--- config.mk ---
export PLATFORM = sky130hd
export DESIGN_NAME = cv32e40p_recovery_ctrl
export DESIGN_NICKNAME = d
export VERILOG_FILES = /design/src/rtl/cv32e40p_recovery_pkg.sv /design/src/rtl/cv32e40p_recovery_rf_streamer.sv /design/src/rtl/cv32e40p_recovery_ctrl.sv
export SDC_FILE = /design/constraint.sdc
export NUM_CORES = 1
export LEC_CHECK = 0
export ABC_AREA = 1
export ABC_CLOCK_PERIOD_IN_PS = 4300
export CAP_MARGIN = 40
export CORE_AREA = 2 2 112 114
export CTS_BUF_LIST = sky130_fd_sc_hd__clkbuf_4 sky130_fd_sc_hd__clkbuf_8
export DETAILED_ROUTE_END_ITERATION = 6
export DIE_AREA = 0 0 114 116
export PLACE_DENSITY = 0.8
export SYNTH_ARGS = -nofsm -noshare
export SYNTH_HDL_FRONTEND = slang
export SYNTH_SLANG_ARGS = --single-unit
--- constraint.sdc ---
create_clock -name clk_i -period 4.3 [get_ports clk_i]
set_clock_uncertainty 0.05 [all_clocks]
set_input_delay 0.86 -clock clk_i [delete_from_list [all_inputs] [get_ports clk_i]]
set_output_delay 0.86 -clock clk_i [all_outputs]
set_load 0.01 [all_outputs]
--- src/rtl/cv32e40p_recovery_pkg.sv ---
`default_nettype none
// ============================================================================
// Module   : cv32e40p_recovery_pkg
// Purpose  : Shared types and helpers for the rollback recovery sequencer.
//            - recovery_state_e   : top-level sequencer states
//            - recovery_num_beats : number of restore beats for a given
//                                   register count and write-port count
//            - RECOVERY_SETBACK_CYCLES_DEFAULT : default setback hold length
// Revision : 1.0 - initial release
// ============================================================================
package cv32e40p_recovery_pkg;

    localparam int unsigned RECOVERY_SETBACK_CYCLES_DEFAULT = 2;

    typedef enum logic [2:0] {
        RS_IDLE    = 3'd0,
        RS_SETBACK = 3'd1,
        RS_RESTORE = 3'd2,
        RS_DRAIN   = 3'd3,
        RS_PC      = 3'd4,
        RS_DONE    = 3'd5
    } recovery_state_e;

    // x0 is never restored, so NUM_REGS-1 registers are spread over the ports.
    function automatic int unsigned recovery_num_beats(input int unsigned num_regs,
                                                       input int unsigned num_wports);
        return (num_regs - 1 + num_wports - 1) / num_wports;
    endfunction

endpackage
`default_nettype wire

--- src/rtl/cv32e40p_recovery_rf_streamer.sv ---
`default_nettype none
// ============================================================================
// Module   : cv32e40p_recovery_rf_streamer
// Purpose  : Streams architectural registers x1..x(NUM_REGS-1) from the
//            shadow store into the core register-file write ports.
//            A start pulse launches NB read beats on consecutive cycles;
//            each beat's write appears on the RF ports one cycle later.
// Ports    : clk_i/rst_ni      clock, async active-low reset
//            start_i           launch the beat sequence (one-cycle pulse)
//            last_beat_o       current cycle is the final read beat
//            bk_re_o/raddr_o   shadow-store read request
//            bk_rdata_i        shadow-store data (1-cycle latency)
//            rf_we_o/waddr_o   registered RF write enables / addresses
//            rf_wdata_o        RF write data, combinational from bk_rdata_i
// Revision : 1.0 - initial release
// ============================================================================
module cv32e40p_recovery_rf_streamer
    import cv32e40p_recovery_pkg::*;
#(
    parameter int unsigned NUM_REGS   = 32,
    parameter int unsigned NUM_WPORTS = 2,
    parameter int unsigned ADDR_W     = $clog2(NUM_REGS)
) (
    input  logic                         clk_i,
    input  logic                         rst_ni,
    input  logic                         start_i,
    output logic                         last_beat_o,
    output logic                         bk_re_o,
    output logic [NUM_WPORTS*ADDR_W-1:0] bk_raddr_o,
    input  logic [NUM_WPORTS*32-1:0]     bk_rdata_i,
    output logic [NUM_WPORTS-1:0]        rf_we_o,
    output logic [NUM_WPORTS*ADDR_W-1:0] rf_waddr_o,
    output logic [NUM_WPORTS*32-1:0]     rf_wdata_o
);

    localparam int unsigned NB  = recovery_num_beats(NUM_REGS, NUM_WPORTS);
    localparam int unsigned CW  = $clog2(NB + 1);
    // One spare bit so addresses just past NUM_REGS-1 compare as invalid
    // instead of wrapping back onto low registers.
    localparam int unsigned AW1 = ADDR_W + 1;

    logic                         active_q, active_d;
    logic [CW-1:0]                cnt_q, cnt_d;
    logic [NUM_WPORTS-1:0]        lane_valid;
    logic [NUM_WPORTS*ADDR_W-1:0] raddr;
    logic [NUM_WPORTS-1:0]        we_q, we_d;
    logic [NUM_WPORTS*ADDR_W-1:0] waddr_q, waddr_d;

    assign last_beat_o = active_q && (cnt_q == CW'(NB - 1));

    always_comb begin
        active_d = active_q;
        cnt_d    = cnt_q;
        if (start_i) begin
            active_d = 1'b1;
            cnt_d    = '0;
        end else if (active_q) begin
            if (last_beat_o) begin
                active_d = 1'b0;
                cnt_d    = '0;
            end else begin
                cnt_d = cnt_q + CW'(1);
            end
        end
    end

    for (genvar p = 0; p < NUM_WPORTS; p++) begin : g_lane
        logic [AW1-1:0] addr_wide;
        assign addr_wide = AW1'(1 + p) + AW1'(cnt_q) * AW1'(NUM_WPORTS);
        assign lane_valid[p] = addr_wide < AW1'(NUM_REGS);
        // Invalid or idle lanes drive address 0 so nothing stray reaches x1..
        assign raddr[p*ADDR_W +: ADDR_W] = (active_q && lane_valid[p]) ?
                                           addr_wide[ADDR_W-1:0] : '0;
        // Data is only meaningful on a write cycle; keep it quiet otherwise.
        assign rf_wdata_o[p*32 +: 32] = we_q[p] ? bk_rdata_i[p*32 +: 32] : 32'h0;
    end

    assign we_d    = active_q ? lane_valid : '0;
    assign waddr_d = raddr;

    always_ff @(posedge clk_i or negedge rst_ni) begin
        if (!rst_ni) begin
            active_q <= 1'b0;
            cnt_q    <= '0;
            we_q     <= '0;
            waddr_q  <= '0;
        end else begin
            active_q <= active_d;
            cnt_q    <= cnt_d;
            we_q     <= we_d;
            waddr_q  <= waddr_d;
        end
    end

    assign bk_re_o    = active_q;
    assign bk_raddr_o = raddr;
    assign rf_we_o    = we_q;
    assign rf_waddr_o = waddr_q;

endmodule
`default_nettype wire

--- src/rtl/cv32e40p_recovery_ctrl.sv ---
`default_nettype none
// ============================================================================
// Module   : cv32e40p_recovery_ctrl
// Purpose  : Rollback sequencer for the fault-tolerant cv32e40p wrapper.
//            Keeps a PC/branch checkpoint; on a recovery request holds the
//            core in setback, restores the register file from the shadow
//            store, restores PC/branch state and pulses completion.
// Ports    : clk_i/rst_ni                  clock, async active-low reset
//            checkpoint_en_i, *_backup_i   checkpoint capture (IDLE only)
//            recover_req_i                 start request (sampled in IDLE)
//            busy_o/done_o/setback_o       sequence status, core setback
//            bk_re_o/bk_raddr_o/bk_rdata_i shadow-store read port
//            rf_recover_o/rf_we_o/...      core RF recovery write ports
//            pc_recover_o/recovery_*_o     core PC recovery
// Revision : 1.0 - initial release
// ============================================================================
module cv32e40p_recovery_ctrl
    import cv32e40p_recovery_pkg::*;
#(
    parameter int unsigned NUM_REGS       = 32,
    parameter int unsigned NUM_WPORTS     = 2,
    parameter int unsigned SETBACK_CYCLES = RECOVERY_SETBACK_CYCLES_DEFAULT,
    parameter int unsigned ADDR_W         = $clog2(NUM_REGS)
) (
    input  logic                         clk_i,
    input  logic                         rst_ni,
    input  logic                         checkpoint_en_i,
    input  logic [31:0]                  pc_backup_i,
    input  logic                         branch_backup_i,
    input  logic [31:0]                  branch_addr_backup_i,
    input  logic                         recover_req_i,
    output logic                         busy_o,
    output logic                         done_o,
    output logic                         setback_o,
    output logic                         bk_re_o,
    output logic [NUM_WPORTS*ADDR_W-1:0] bk_raddr_o,
    input  logic [NUM_WPORTS*32-1:0]     bk_rdata_i,
    output logic                         rf_recover_o,
    output logic [NUM_WPORTS-1:0]        rf_we_o,
    output logic [NUM_WPORTS*ADDR_W-1:0] rf_waddr_o,
    output logic [NUM_WPORTS*32-1:0]     rf_wdata_o,
    output logic                         pc_recover_o,
    output logic [31:0]                  recovery_pc_o,
    output logic                         recovery_branch_o,
    output logic [31:0]                  recovery_branch_addr_o
);

    localparam int unsigned SB_CNT_W = $clog2(SETBACK_CYCLES + 1);

    recovery_state_e       state_q, state_d;
    logic [SB_CNT_W-1:0]   sb_cnt_q, sb_cnt_d;
    logic                  start;
    logic                  last_beat;

    logic [31:0]           ckpt_pc_q;
    logic                  ckpt_branch_q;
    logic [31:0]           ckpt_baddr_q;
    logic                  ckpt_capture;

    // Checkpoint only moves while idle, so a capture that lands in the same
    // cycle as a request is what the following sequence restores.
    assign ckpt_capture = (state_q == RS_IDLE) && checkpoint_en_i;

    always_ff @(posedge clk_i or negedge rst_ni) begin
        if (!rst_ni) begin
            ckpt_pc_q     <= 32'h0;
            ckpt_branch_q <= 1'b0;
            ckpt_baddr_q  <= 32'h0;
        end else if (ckpt_capture) begin
            ckpt_pc_q     <= pc_backup_i;
            ckpt_branch_q <= branch_backup_i;
            ckpt_baddr_q  <= branch_addr_backup_i;
        end
    end

    always_ff @(posedge clk_i or negedge rst_ni) begin
        if (!rst_ni) begin
            state_q  <= RS_IDLE;
            sb_cnt_q <= '0;
        end else begin
            state_q  <= state_d;
            sb_cnt_q <= sb_cnt_d;
        end
    end

    always_comb begin
        state_d      = state_q;
        sb_cnt_d     = sb_cnt_q;
        start        = 1'b0;
        busy_o       = 1'b0;
        done_o       = 1'b0;
        setback_o    = 1'b0;
        rf_recover_o = 1'b0;
        pc_recover_o = 1'b0;
        case (state_q)
            RS_IDLE: begin
                if (recover_req_i) begin
                    state_d  = RS_SETBACK;
                    sb_cnt_d = SB_CNT_W'(SETBACK_CYCLES);
                end
            end
            RS_SETBACK: begin
                busy_o    = 1'b1;
                setback_o = 1'b1;
                // The streamer is launched on the final setback cycle so the
                // first read beat lands in the first RESTORE cycle.
                if (sb_cnt_q == SB_CNT_W'(1)) begin
                    state_d  = RS_RESTORE;
                    sb_cnt_d = '0;
                    start    = 1'b1;
                end else begin
                    sb_cnt_d = sb_cnt_q - SB_CNT_W'(1);
                end
            end
            RS_RESTORE: begin
                busy_o       = 1'b1;
                rf_recover_o = 1'b1;
                if (last_beat) begin
                    state_d = RS_DRAIN;
                end
            end
            RS_DRAIN: begin
                // Carries the write of the final beat.
                busy_o       = 1'b1;
                rf_recover_o = 1'b1;
                state_d      = RS_PC;
            end
            RS_PC: begin
                busy_o       = 1'b1;
                pc_recover_o = 1'b1;
                state_d      = RS_DONE;
            end
            RS_DONE: begin
                done_o  = 1'b1;
                state_d = RS_IDLE;
            end
            default: begin
                state_d = RS_IDLE;
            end
        endcase
    end

    cv32e40p_recovery_rf_streamer #(
        .NUM_REGS   (NUM_REGS),
        .NUM_WPORTS (NUM_WPORTS),
        .ADDR_W     (ADDR_W)
    ) u_streamer (
        .clk_i       (clk_i),
        .rst_ni      (rst_ni),
        .start_i     (start),
        .last_beat_o (last_beat),
        .bk_re_o     (bk_re_o),
        .bk_raddr_o  (bk_raddr_o),
        .bk_rdata_i  (bk_rdata_i),
        .rf_we_o     (rf_we_o),
        .rf_waddr_o  (rf_waddr_o),
        .rf_wdata_o  (rf_wdata_o)
    );

    assign recovery_pc_o          = ckpt_pc_q;
    assign recovery_branch_o      = ckpt_branch_q;
    assign recovery_branch_addr_o = ckpt_baddr_q;

endmodule
`default_nettype wire

==> Word level (Yosys, flattened, before mapping) <==
Cells that the tools add are included.
{ "word_totals": {"output_inout_bits": 157, "register_bits": 88} }
{ "op_classes": {"reduce_logical": 11, "n_eq_ne": 10, "addsub": 4, "magnitude_cmp": 2, "muxes": 25} }
{ "ops": {"columns": ["cell", "count"], "rows": [
  ["two-way mux 32 bit", 2],
  ["two-way mux 5 bit", 5],
  ["case mux 3 bit (5 select lines)", 1],
  ["less-than comparator 6 bit, second input constant", 2],
  ["two-way mux 1 bit", 10],
  ["two-way mux 3 bit", 3],
  ["adder 1 x 6 -> 6 bit, first input constant", 1],
  ["adder 2 x 6 -> 6 bit, first input constant", 1],
  ["== test 3 x 2 -> 1 bit, second input constant", 2],
  ["== test 3 bit, second input constant", 2],
  ["two-way mux 2 bit", 3],
  ["inequality test 2 bit, second input constant", 3],
  ["adder 5 x 1 -> 5 bit, second input constant", 1],
  ["== test 5 x 4 -> 1 bit, second input constant", 1],
  ["logical AND 1 bit", 4],
  ["case mux 2 bit (2 select lines)", 1],
  ["nonzero test 2 bit", 2],
  ["OR reduction 4 bit", 1],
  ["== test 3 x 1 -> 1 bit, second input constant", 1],
  ["logical NOT 3 bit", 1],
  ["AND reduction 3 bit", 1],
  ["== test 2 x 1 -> 1 bit, second input constant", 1],
  ["AND reduction 2 bit", 1],
  ["OR reduction 2 bit", 1],
  ["subtractor 2 x 1 -> 2 bit, second input constant", 1]
]} }

==> Depth between registers and ports, before layout <==
Gate-level depths: netlist of the first run.
{ "logic_depth": {"word_depth": 5, "mapped_depth": 8} }

==> Hierarchy <==
From an unflattened synthesis of the first run, not the netlist that was laid out.
{ "hier_totals": {"hier_cells": 518, "area_unflattened_um2": 4424.2} }
{ "modules_own_cells": {"columns": ["mod", "area_per_inst_um2", "instances", "seq_area_each_um2", "cells_each"], "rows": [
  ["cv32e40p_recovery_ctrl", 3261.9, 1, 1751.7, 316],
  ["cv32e40p_recovery_rf_streamer", 1162.4, 1, 400.4, 202]
]} }

==> Worst setup path after synthesis of the first run <==
OpenSTA, ideal clock, no wires.
{ "synth_path": {"kind": "reg-to-output", "start": "reg u_streamer.cnt_q[0]", "end": "out bk_raddr_o[9]", "path_slack_ns": 2.055, "t_required_ns": 3.390, "stages_incl_launch_ff": 7, "arrival_ns": 1.335, "path_cell_list": "dfrtp_1 ha_1 nand2_1 nor2_1 ha_1 nand2_1 a21oi_1"} }
{ "synth_via": {"elab_chain_cells": 4} }
{ "synth_rtl": {"columns": ["element", "line", "text"], "rows": [
  ["start, declared", "cv32e40p_recovery_rf_streamer.sv:43", "logic [CW-1:0] cnt_q, cnt_d;"],
  ["start signal, assigned", "cv32e40p_recovery_rf_streamer.sv:89", "cnt_q <= cnt_d;"],
  ["adder 2 x 6 -> 6 bit *", "cv32e40p_recovery_rf_streamer.sv:69", "assign addr_wide = AW1'(1 + p) + AW1'(cnt_q) * AW1'(NUM_WPORTS);"],
  ["less-than comparator 6 bit", "cv32e40p_recovery_rf_streamer.sv:70", "assign lane_valid[p] = addr_wide < AW1'(NUM_REGS);"],
  ["logical AND 1 bit", "cv32e40p_recovery_rf_streamer.sv:72", "assign raddr[p*ADDR_W +: ADDR_W] = (active_q && lane_valid[p]) ?"],
  ["two-way mux 5 bit *", "cv32e40p_recovery_rf_streamer.sv:72", null],
  ["end, declared", "cv32e40p_recovery_ctrl.sv:36", "output logic [NUM_WPORTS*ADDR_W-1:0] bk_raddr_o,"]
]} }
Every way passes the cells marked *; elsewhere a longest branch is shown, timed or not.

==> Worst setup path in the final report of the first run <==
{ "layout_path": {"start": "reg u_streamer.cnt_q[0]", "end": "out bk_raddr_o[8]"} }
Same word-level chain as after synthesis.

==> run summary, run 1 <==
R2R Path Start = state_q[0]
vias in the first global route = 3,963
Yosys warnings = 0
largest net degree at the start of global routing = 131
first-pass GRT wire length = 20,000 um
register bit total from synthesis = 86
die height = 116 um
Hold WS = 0.431 ns
Final Util = 62.9%
status = finished, final reports clean
antenna violations before repair = 0
via count = 4,023
final hold vios = 0
Max Clk Rate = 305 MHz
Synth Flop Type = dfrtp_1
post-route clock period utilization = 76.2%
setup TNS = 0 ns
mean area per synthesized cell = 8.49 um2
n_diodes = 0
Max VDD drop = 0.000464 V
top cell type by total area after synthesis = dfrtp_1
# rows = 40
Critical Path RT = 3.39 ns
Yosys cell types = 26
DRT Pass-1 Iters = 5
Area contributors post-synth = dfrtp_1, inv_1, nand2_2, nand2_1, o21ai_2
Synth top area share = 48.7%
CTS Hold Bufs = 0
root buffer cell = clkbuf_8
NumNets Final = 933
HP Class = input pin to async pin
layout cells sized above 1 = 15.7%
clk buf depth = 2
number of flops mapped to enable cells by yosys = 0
post-cts resize count = 0
I/O Pins = 290
Power Dens Cells = 636 mW/mm2
RSZ-0062 raised after global routing = false
DIE WIDTH = 114 um
Worst R2R Setup Slack = 2.64 ns
RePlAce Congestion = 0.856
peak fanout along the critical path = 6
minimum clock period = 3.28 ns
grt total ovfl = 0
Worst setup EP type = output pin
Pleak = 3.88 nW
CTS tree = built
Wirelength per Cell = 13.5 um
register area share after synthesis = 48.7%
Max Cap Viol = 0
TritonCTS Sinks = 86
initial core utilization = 37.1%
Die Area = 0.0132 mm2
Core Area = 0.0119 mm2
setup violators final = 0
DRC = 0
Num CTS Buffers = 9
asr flop ratio synth = 100%
Syn-to-layout area delta = 69.6%
Multi-input gate area = 0.00146 mm2
number of vias per cell = 4.24
drt initial violations = 222
PortBufs = 287
FF-to-FF path depth = 5
Reg area = 0.00215 mm2
startpoint type of the worst setup path = flip-flop
Slew HR = 39.8%
Worst setup startpoint = u_streamer.cnt_q[0]
most frequent cell after synthesis = inv_1
GRT Overall Usage = 19.1%
Final Max Slew Viols = 0
Mapped Area = 0.00442 mm2
CTS clk-pin slew, worst paths = 0.09 ns
Power, Total = 0.00476 W
WL final = 12,900 um
Crit path arrival time = 2.37 ns
Critical R2R Capture = recovery_branch_addr_o[21]
synth cell count leaders = inv_1, dfrtp_1, nand2_1
post-detail-place hpwl = 10,100 um
Post-DRT Antenna Nets = 0
worst setup path class = flip-flop to output pin
Clock Latency Late Sink = 0.35 ns
Post-CTS Setup Bufs = 0
cell count after synthesis = 520
Worst Tran Pin Value = 0.903 ns
level count of the clock H-tree = 3
Critical Path Sink = bk_raddr_o[8]
# fillers = 1,006
## critical path, stage by stage (launching register included)
cell and delay (ns):
dfrtp_1 0.44, ha_1 0.26, nand2_1 0.06, nor2_1 0.05, ha_1 0.29, nand2_1 0.13, nor2_1 0.21, clkdlybuf4s50_1 0.58
## sequential cells by signal, summed over array words and instances (netlist names)
| name | flops |
|---|---|
| recovery_pc_o | 32 |
| recovery_branch_addr_o | 32 |
| u_streamer.bk_re_o | 1 |
| state_q | 3 |
| u_streamer.cnt_q | 5 |
| sb_cnt_q | 2 |
| u_streamer.rf_we_o | 1 |
| u_streamer.rf_waddr_o | 9 |
| recovery_branch_o | 1 |
## per-layer routing
| metal | up-vias | global-route usage, % | share of wire [%] |
|---|---|---|---|
| li1 | 2054 | - | - |
| met1 | 1799 | 23.6 | 41 |
| met2 | 149 | 32.7 | 51 |
| met3 | 21 | 4.97 | 6.4 |
| met4 | 0 | 6.59 | 1.9 |
| met5 | - | 0 | 0 |
## cells in the final DEF, fill, tap and decap left out, types with 9 or more instances in the layout
| cell type | instances |
|---|---|
| nor2_1 | 16 |
| o21ai_2 | 35 |
| dfrtp_1 | 86 |
| nand2_1 | 85 |
| clkdlybuf4s50_1 | 286 |
| inv_1 | 145 |
| nand3_1 | 12 |
| nand2_2 | 65 |
| o21ai_1 | 30 |
| clkbuf_8 | 9 |
## area by class of cell
| cell class | count | share of cell area [%] |
|---|---|---|
| clock buffer | 9 | 1.65 |
| inverter | 147 | 7.37 |
| sequential | 86 | 28.7 |
| timing repair buffer | 290 | 39.3 |
| tap | 147 | 2.46 |
| multi-input combinational | 263 | 19.5 |
| clock inverter | 7 | 0.986 |
## report_power, final
part           total (W)  internal [W]  switching (W)  leakage, nW
Clock           0.000571      0.000271       0.000301       0.0996
Sequential       0.00149       0.00118       0.000312         1.08
Combinational    0.00270       0.00146        0.00124         2.70
Total            0.00476       0.00291        0.00185         3.88
## worst min-delay path by stage
stage,end,slack [ns],from,cells after the start
final,recovery_branch_addr_o[2],0.43,rst_ni,1
after global routing,recovery_branch_o,0.45,rst_ni,1
after CTS,recovery_branch_addr_o[2],0.44,rst_ni,1
after detailed placement,recovery_pc_o[24],0.42,recovery_pc_o[24],2
after global placement,recovery_pc_o[31],0.42,recovery_pc_o[31],2
after floorplan,u_streamer.rf_waddr_o[0],0.40,u_streamer.cnt_q[4],1
## cells by family (layout without fill, tap and decap cells)
family	Yosys count	after routing	synth area share [%]
other cells	1	2	0.0849
compound gates	71	71	11.0
fa+ha+maj	3	3	0.850
xor+xnor	1	1	0.198
buf+inv	172	453	18.3
simple gates	186	186	20.8
flops	86	86	48.7
## through the flow
| stage | setup WS (ns) | std cells | cell area [um2] |
|---|---|---|---|
| floorplan | 2.06 | 521 | 4420 |
| global placement | 1.33 | 931 | 7240 |
| detailed placement | 1.37 | 933 | 7290 |
| CTS | 0.980 | 949 | 7490 |
| global route | 0.823 | 949 | 7490 |
| finish | 1.02 | 949 | 7490 |
Power figures use the tool's default switching activity.
==> run 2, diff against run 1 <==
- ABC_CLOCK_PERIOD_IN_PS: 4300 -> 2700
- CORE_AREA: 2 2 112 114 -> not set
- CORE_MARGIN: not set -> 2
- CORE_UTILIZATION: not set -> 34
- DIE_AREA: 0 0 114 116 -> not set
- PLACE_DENSITY: 0.8 -> 0.78
- clock period: 4.3 -> 2.7 ns (I/O delays scaled with it)
==> run 2 against run 1 <==
Sequential share of layout area shrank 0.24 points. Wire length grew 2.6%. Critical path type unchanged. Final cell count grew 3.1%. Highest routed layer unchanged.
==> run summary, run 2 (synthesis gave the netlist of run 1 again) <==
most common cell after layout, fill and taps aside = clkdlybuf4s50_1
I/O Pins = 290
Max Cap Viol = 0
RSZ-0062 raised after global routing = false
minimum clock period = 2.55 ns
net switching power = 0.00298 W
Hold WS = 0.112 ns
level count of the clock H-tree = 3
final hold vios = 0
RePlAce Congestion = 0.792
Power Dens Cells = 1010 mW/mm2
Crit path arrival time = 1.96 ns
setup violators final = 0
status = finished, final reports clean
Slew HR = 59.0%
most frequent cells in the layout = clkdlybuf4s50_1, inv_1, dfrtp_1
Worst setup startpoint = u_streamer.cnt_q[1]
worst setup path class = flip-flop to output pin
Final Max Slew Viols = 0
Post-DRT Antenna Nets = 0
setup TNS = 0 ns
grt total ovfl = 0
number of vias per cell = 4.12
Worst setup EP type = output pin
largest net degree at the start of global routing = 59
antenna violations before repair = 0
Critical R2R Capture = recovery_branch_addr_o[30]
startpoint type of the worst setup path = flip-flop
post-detail-place hpwl = 10,300 um
peak fanout along the critical path = 5
# fillers = 1,159
FF-to-FF path depth = 5
Core Area = 0.0127 mm2
Num CTS Buffers = 9
CTS Hold Bufs = 0
clk buf depth = 2
Critical Path RT = 2.11 ns
WL final = 13,200 um
Die Area = 0.0139 mm2
drt initial violations = 154
post-route clock period utilization = 94.4%
first-pass GRT wire length = 20,500 um
PortBufs = 287
Pint = 0.00463 W
DRC = 0
initial core utilization = 34.9%
Clock power frac = 12.7%
Pleak = 3.91 nW
Worst R2R Setup Slack = 1.05 ns
Critical Path Sink = bk_raddr_o[9]
Clock Latency Late Sink = 0.36 ns
CTS clk-pin slew, worst paths = 0.10 ns
DIE WIDTH = 118 um
TritonCTS Sinks = 86
via count = 4,025
root buffer cell = clkbuf_8
DRT Pass-1 Iters = 6
HP Class = input pin to async pin
Max Clk Rate = 393 MHz
# rows = 41
Syn-to-layout area delta = 71.0%
Max VDD drop = 0.000595 V
die height = 118 um
Worst Tran Pin Value = 0.615 ns
layout cells sized above 1 = 16.7%
vias in the first global route = 3,800
NumNets Final = 937
Wirelength per Cell = 13.5 um
sw frac = 39.1%
n_diodes = 0
CTS tree = built
combinational share of power = 57.2%
R2R Path Start = state_q[0]
GRT Overall Usage = 18.9%
sequential share of power = 30.1%
-- run 2: changes by cell type in the layout (fill, tap and decap cells not counted), sizes merged --
cell,previous run,this run
clkinv,4,3
clkdlybuf4s50,286,282
clkinvlp,1,0
dlygate4sd2,0,4
inv,148,150
buf,4,8
-- run 2: final cells by class --
cell class	instances	area (um2)	share of cell area, %
clock buffers	9	124	1.64
clock inverters	7	81.3	1.08
inverters	147	552	7.31
multi-input cells	263	1470	19.5
flip-flops and latches	86	2150	28.5
well taps	172	215	2.85
repair buffers	294	2960	39.1
-- run 2: power by group through the flow --
stage | registers (W) | clock network, W | logic [W]
finish | 0.00229 | 0.000965 | 0.00435
global route | 0.00237 | 0.00106 | 0.00470
CTS | 0.00230 | 0.00100 | 0.00441
detailed placement | 0.00232 | 0 | 0.00439
global placement | 0.00230 | 0 | 0.00434
floorplan | 0.00255 | 0 | 0.00193
-- run 2: repair_timing --
| item | CTS | global route |
|---|---|---|
| buffers inserted | 1 | 0 |
| setup endpoints to repair | 4 | 4 |
| resized for setup | 7 | 2 |
-- run 2: per-stage QoR --
stage | cell area, um2 | utilization, % | total power, W | std cells | setup slack (ns)
floorplan | 4420 | - | 0.00449 | 521 | 0.775
finish | 7550 | 59.6 | 0.00761 | 978 | 0.152
detailed placement | 7330 | 57.9 | 0.00671 | 961 | 0.165
global route | 7550 | 59.6 | 0.00812 | 978 | 0.0123
CTS | 7550 | 59.6 | 0.00771 | 978 | 0.0633
global placement | 7330 | 57.9 | 0.00664 | 961 | 0.224
-- run 2: worst min-delay path by stage --
stage | start | endpoint | slack (ns) | cells after the start
6_report | rst_ni | recovery_pc_o[24] | 0.11 | 1
5_1_grt | rst_ni | recovery_pc_o[22] | 0.15 | 1
4_1_cts | rst_ni | recovery_pc_o[24] | 0.12 | 1
3_5_place_dp | recovery_pc_o[16] | recovery_pc_o[16] | 0.42 | 2
3_3_place_gp | recovery_pc_o[17] | recovery_pc_o[17] | 0.42 | 2
2_1_floorplan | rst_ni | recovery_branch_addr_o[0] | 0.19 | 0
-- run 2: metal layers --
| metal | up-vias | track usage (%) | share of wire, % |
|---|---|---|---|
| met5 | - | 0 | 0 |
| met4 | 0 | 8.13 | 2.5 |
| met3 | 20 | 4.26 | 5.3 |
| met2 | 141 | 33.5 | 52 |
| met1 | 1800 | 21.6 | 40 |
| li1 | 2064 | - | - |
-- run 2: worst max-delay path: stages (launching register included) --
cell and delay [ns]:
dfrtp_1 0.43, ha_1 0.22, nand2_1 0.06, nor2_1 0.04
ha_1 0.29, nand2_2 0.10, a21oi_2 0.16, dlygate4sd2_1 0.29
